===== config.mk =====
export PLATFORM = sky130hd
export DESIGN_NAME = cond_flags_unit
export DESIGN_NICKNAME = d
export VERILOG_FILES = /design/src/rtl/cond_flags_unit.sv
export SDC_FILE = /design/constraint.sdc
export NUM_CORES = 1
export LEC_CHECK = 0
export ABC_AREA = 0
export CAP_MARGIN = 20
export CORE_MARGIN = 3
export CORE_UTILIZATION = 40
export CTS_BUF_LIST = sky130_fd_sc_hd__clkbuf_2 sky130_fd_sc_hd__clkbuf_4 sky130_fd_sc_hd__clkbuf_8
export DETAILED_ROUTE_END_ITERATION = 6
export GPL_ROUTABILITY_DRIVEN = 0
export MAX_ROUTING_LAYER = met4
export PLACE_DENSITY_LB_ADDON = 0.12
export SYNTH_ARGS = -nofsm -noshare
export SYNTH_HDL_FRONTEND = slang
export SYNTH_SLANG_ARGS = --single-unit

===== constraint.sdc =====
create_clock -name clk -period 1.85 [get_ports clk]
set_input_delay 0.37 -clock clk [delete_from_list [all_inputs] [get_ports clk]]
set_output_delay 0.37 -clock clk [all_outputs]
set_load 0.01 [all_outputs]

===== src/rtl/cond_flags_unit.sv =====
// Condition-flag register (NZVC) and branch-resolution unit.
// Forwards same-cycle EX flags into evaluation; registered decision plus saturating taken count.
module cond_flags_unit #(
  parameter int unsigned CNT_W = 16
) (
  input  logic             clk,
  input  logic             reset,
  input  logic             alu_negative,
  input  logic             alu_zero,
  input  logic             alu_overflow,
  input  logic             alu_carry_out,
  input  logic             ex_valid,
  input  logic             ex_set_flags,
  input  logic             flush,
  input  logic             br_valid,
  input  logic [1:0]       br_type,
  input  logic [3:0]       br_cond,
  input  logic             br_reg_zero,
  output logic [3:0]       flags_q,
  output logic             decision_valid,
  output logic             take_branch,
  output logic [CNT_W-1:0] taken_count
);

  localparam logic [CNT_W-1:0] CNT_MAX = {CNT_W{1'b1}};

  logic       w_upd;
  logic [3:0] w_alu_flags;
  logic [3:0] w_eff;
  logic       w_n;
  logic       w_z;
  logic       w_v;
  logic       w_c;
  logic       w_cond;
  logic       w_taken;
  logic       w_take_next;

  // Flag-setter in EX bypasses the register so a same-cycle branch sees it.
  always_comb begin
    w_alu_flags = {alu_negative, alu_zero, alu_overflow, alu_carry_out};
    w_upd       = ex_valid & ex_set_flags & ~flush;
    w_eff       = w_upd ? w_alu_flags : flags_q;
  end

  assign w_n = w_eff[3];
  assign w_z = w_eff[2];
  assign w_v = w_eff[1];
  assign w_c = w_eff[0];

  always_comb begin
    w_cond = 1'b0;
    case (br_cond)
      4'b0000: w_cond = w_z;
      4'b0001: w_cond = ~w_z;
      4'b0010: w_cond = w_c;
      4'b0011: w_cond = ~w_c;
      4'b0100: w_cond = w_n;
      4'b0101: w_cond = ~w_n;
      4'b0110: w_cond = w_v;
      4'b0111: w_cond = ~w_v;
      4'b1000: w_cond = w_c & ~w_z;
      4'b1001: w_cond = ~w_c | w_z;
      4'b1010: w_cond = (w_n == w_v);
      4'b1011: w_cond = (w_n != w_v);
      4'b1100: w_cond = ~w_z & (w_n == w_v);
      4'b1101: w_cond = w_z | (w_n != w_v);
      default: w_cond = 1'b1;
    endcase
  end

  always_comb begin
    w_taken = 1'b0;
    case (br_type)
      2'b00:   w_taken = 1'b1;
      2'b01:   w_taken = w_cond;
      2'b10:   w_taken = br_reg_zero;
      default: w_taken = ~br_reg_zero;
    endcase
  end

  assign w_take_next = br_valid & ~flush & w_taken;

  always_ff @(posedge clk or posedge reset) begin
    if (reset) begin
      flags_q        <= 4'b0000;
      decision_valid <= 1'b0;
      take_branch    <= 1'b0;
      taken_count    <= '0;
    end else begin
      if (w_upd) flags_q <= w_alu_flags;
      decision_valid <= br_valid & ~flush;
      take_branch    <= w_take_next;
      // Saturate rather than wrap.
      if (w_take_next && (taken_count != CNT_MAX))
        taken_count <= taken_count + CNT_W'(1);
    end
  end

endmodule


==> results.cfg <==
[detailed_routing]
drcViolationCount = 0
drt_wl_total_um = 3550
drt-initial-drc-count = 27
drtPass1Iterations = 4
antenna_left = 0
viasPerCell = 5.24
route.vias.total = 1184
wl_per_cell_um = 15.7

[floorplanning]
die_w_um = 61.8
die_h_um = 61.8
rows = 19
ioPinCount = 39
dieArea_sq_mm = 0.00382
coreArea_sq_mm = 0.00285
initial_core_util = 0.437

[cells_and_area]
syn_to_final_growth_pct = 67.5
nNetsFinal = 214
fin_util = 0.732
drive_gt1_frac = 0.338
antenna-diode-count = 0
num-fill-cells = 217

[power]
power_density_mw_per_mm2 = 793
ir_drop_mv = 0.506
leakage_nw = 0.954

[min_path]
hp-class = input pin to flip-flop

[job]
max_cap_viol_count = 0

[logic_synthesis]
ys_seq_elements = 22
synth_nets = 136
ys.warnings.count = 0
synthesis.area_sq_mm = 0.00125
synth-seq-area-share = 0.441
synthCells = 118
avgSynthCellArea_sq_um = 10.6
yosysUniqueCellTypes = 31

[setup_path]
endpoint_kind = flip-flop
worstPathMaxFanout = 7
crit_type = input pin to flip-flop
crit_required_ns = 2.09
critical_path_arrival_ns = 2.39
cp-start-kind = input pin

[sta]
maxSlewHeadroom = 0.674
grt_setup_unrepaired = yes
fin_worst_skew_ns = 0.00723
layout_min_cycle_time_ns = 2.16
post-route-period-util = 1.17
hold_ws_ns = 0.291
fmax_mhz = 463
hold_viol_final = 0
slew_violations = 0
setup_slack_ns = -0.308
worst_slew_pin_slew_ns = 0.487
setup_viol = 16

[placement]
portBuffers = 38
pre_cts_slack_ns = -1.05
hpwl_um = 2480

[clock_network]
clkTransAtPathRegs_ns = 0.14
htreeDepth = 1
clock_latency_ns = 0.32
cts-root-buf = clkbuf_4
cts.path.max_buffers = 2
cts_tree = done
numCtsBuffers = 3
numClockSinks = 22

[global_route]
grt_usage = 0.215
antenna_found_initial = 0
grt_pass1_wl_um = 5730
grt_pass1_vias = 1225
grt-ovfl-total = 0
grt_max_degree = 23

[outcome]
violations = negative setup slack
run_status = finished with violations
## area by class of cell
type                            count  area (sq um)  share of cell area
Clock buffer                        3          22.5              0.0108
Timing Repair Buffer               75           662               0.317
Tap cell                           31          38.8              0.0186
Multi-Input combinational cell     92           778               0.372
Clock inverter                      1          30.0              0.0144
Inverter                            2          7.51             0.00359
Sequential cell                    22           551               0.263
## report_power, final
group / switching [mW] / internal, mW
registers: 0.0423 / 0.546
clock network: 0.162 / 0.219
logic: 0.300 / 0.387
total: 0.505 / 1.15
## synthesized netlist by cell type (all sizes together)
cell | count | area [sq um]
a211oi | 2 | 27.5
and2 | 1 | 6.26
and3 | 2 | 12.5
and3b | 2 | 17.5
and4 | 1 | 8.76
buf | 2 | 22.5
dfrtp | 22 | 551
ha | 1 | 12.5
inv | 2 | 7.51
mux2 | 2 | 22.5
mux2i | 6 | 60.1
mux4 | 2 | 45.0
nand2 | 22 | 82.6
nand2b | 2 | 12.5
nand3 | 9 | 50.1
nand3b | 4 | 30.0
nand4 | 5 | 37.5
nor2 | 5 | 18.8
nor2b | 1 | 6.26
nor3b | 2 | 15.0
nor4 | 2 | 12.5
o32ai | 1 | 8.76
or3 | 1 | 6.26
or3b | 1 | 8.76
xnor2 | 16 | 148
xor2 | 2 | 17.5
## cell usage in the layout, fill, tap and decap left out, types with 2 or more instances in the layout
cell type / netlist / routed
mux2i_4: 0 / 2
nor2_1: 5 / 5
clkdlybuf4s50_1: 0 / 29
dfrtp_1: 22 / 22
nand4_1: 4 / 4
xnor2_2: 1 / 3
xor2_1: 2 / 2
a211oi_4: 1 / 2
inv_1: 2 / 2
nand3_1: 8 / 7
and3_1: 2 / 2
nand2_1: 22 / 21
mux2_4: 0 / 2
buf_6: 2 / 2
buf_2: 0 / 2
clkbuf_4: 0 / 3
xnor2_1: 15 / 13
nand3_2: 1 / 2
nand3b_1: 4 / 4
nand2b_1: 2 / 2
buf_4: 0 / 35
mux2i_2: 0 / 2
mux2i_1: 6 / 2
dlygate4sd2_1: 0 / 5
mux4_2: 2 / 2
## repair_timing
| action | 4_1_cts | 5_1_grt |
|---|---|---|
| buffers inserted | 2 | 2 |
| gates resized for setup | 33 | 9 |
| hold buffers | 0 | 0 |
| cloned | 1 | 0 |
| pin swaps | 14 | 9 |
| setup endpoints to repair | 17 | 17 |
## flip-flops by register name, summed over array words and instances, names as in the netlist
signal	flops
flags_q	4
decision_valid	1
taken_count	16
take_branch	1
## path summary, 6_finish.rpt
check                                      startpoint                           to  slack (ns)  depth (start not counted)
max                                             flush  taken_count[13]$_DFFE_PP0P_       -0.31                          9
min                                             flush     decision_valid$_DFF_PP0_        0.29                          3
max reg2reg                      flags_q[1]$_DFF_PP0_  taken_count[13]$_DFFE_PP0P_       -0.30                          7
min reg2reg                taken_count[4]$_DFFE_PP0P_   taken_count[4]$_DFFE_PP0P_        0.50                          1
max in group asynchronous                       reset  taken_count[13]$_DFFE_PP0P_        1.27                          3
min in group asynchronous                       reset         flags_q[0]$_DFF_PP0_        0.35                          3
## stage by stage
step           total power [mW]  instance area [sq um]  setup TNS, ns  cells
6_report                   1.66                   2090          -3.66    226
3_5_place_dp               1.19                   1910         -16.14    219
3_3_place_gp               1.17                   1910         -14.73    219
4_1_cts                    1.63                   2050          -4.33    225
2_1_floorplan             0.849                   1250          -6.13    118
5_1_grt                    1.75                   2090          -4.36    226
## per-layer routing
metal / global-route usage / vias up / share of wire
li1: - / 571 / -
met1: 0.257 / 572 / 0.43
met2: 0.356 / 32 / 0.51
met3: 0.0310 / 9 / 0.028
met4: 0.100 / 0 / 0.026
met5: - / - / 0
## worst max-delay path, cell delays in order
cell      delay (ns)
buf_6           0.09
and3b_2         0.27
mux4_2          0.56
mux2i_4         0.22
a211oi_4        0.07
a211oi_4        0.29
buf_6           0.18
nand3b_1        0.12
xnor2_1         0.22
## logic make-up (layout without fill, tap and decap cells)
group                    count (synthesis)  count (layout)  synth area share
flip-flops                              22              22             0.441
buffers and inverters                    4              81            0.0241
AO/OA/AOI/OAI                            3               3            0.0291
AND/OR/NAND/NOR                         60              60             0.261
XOR/XNOR                                18              18             0.132
adder cells (fa/ha/maj)                  1               1            0.0100
multiplexers                            10              10             0.102
Power figures use the tool's default switching activity.
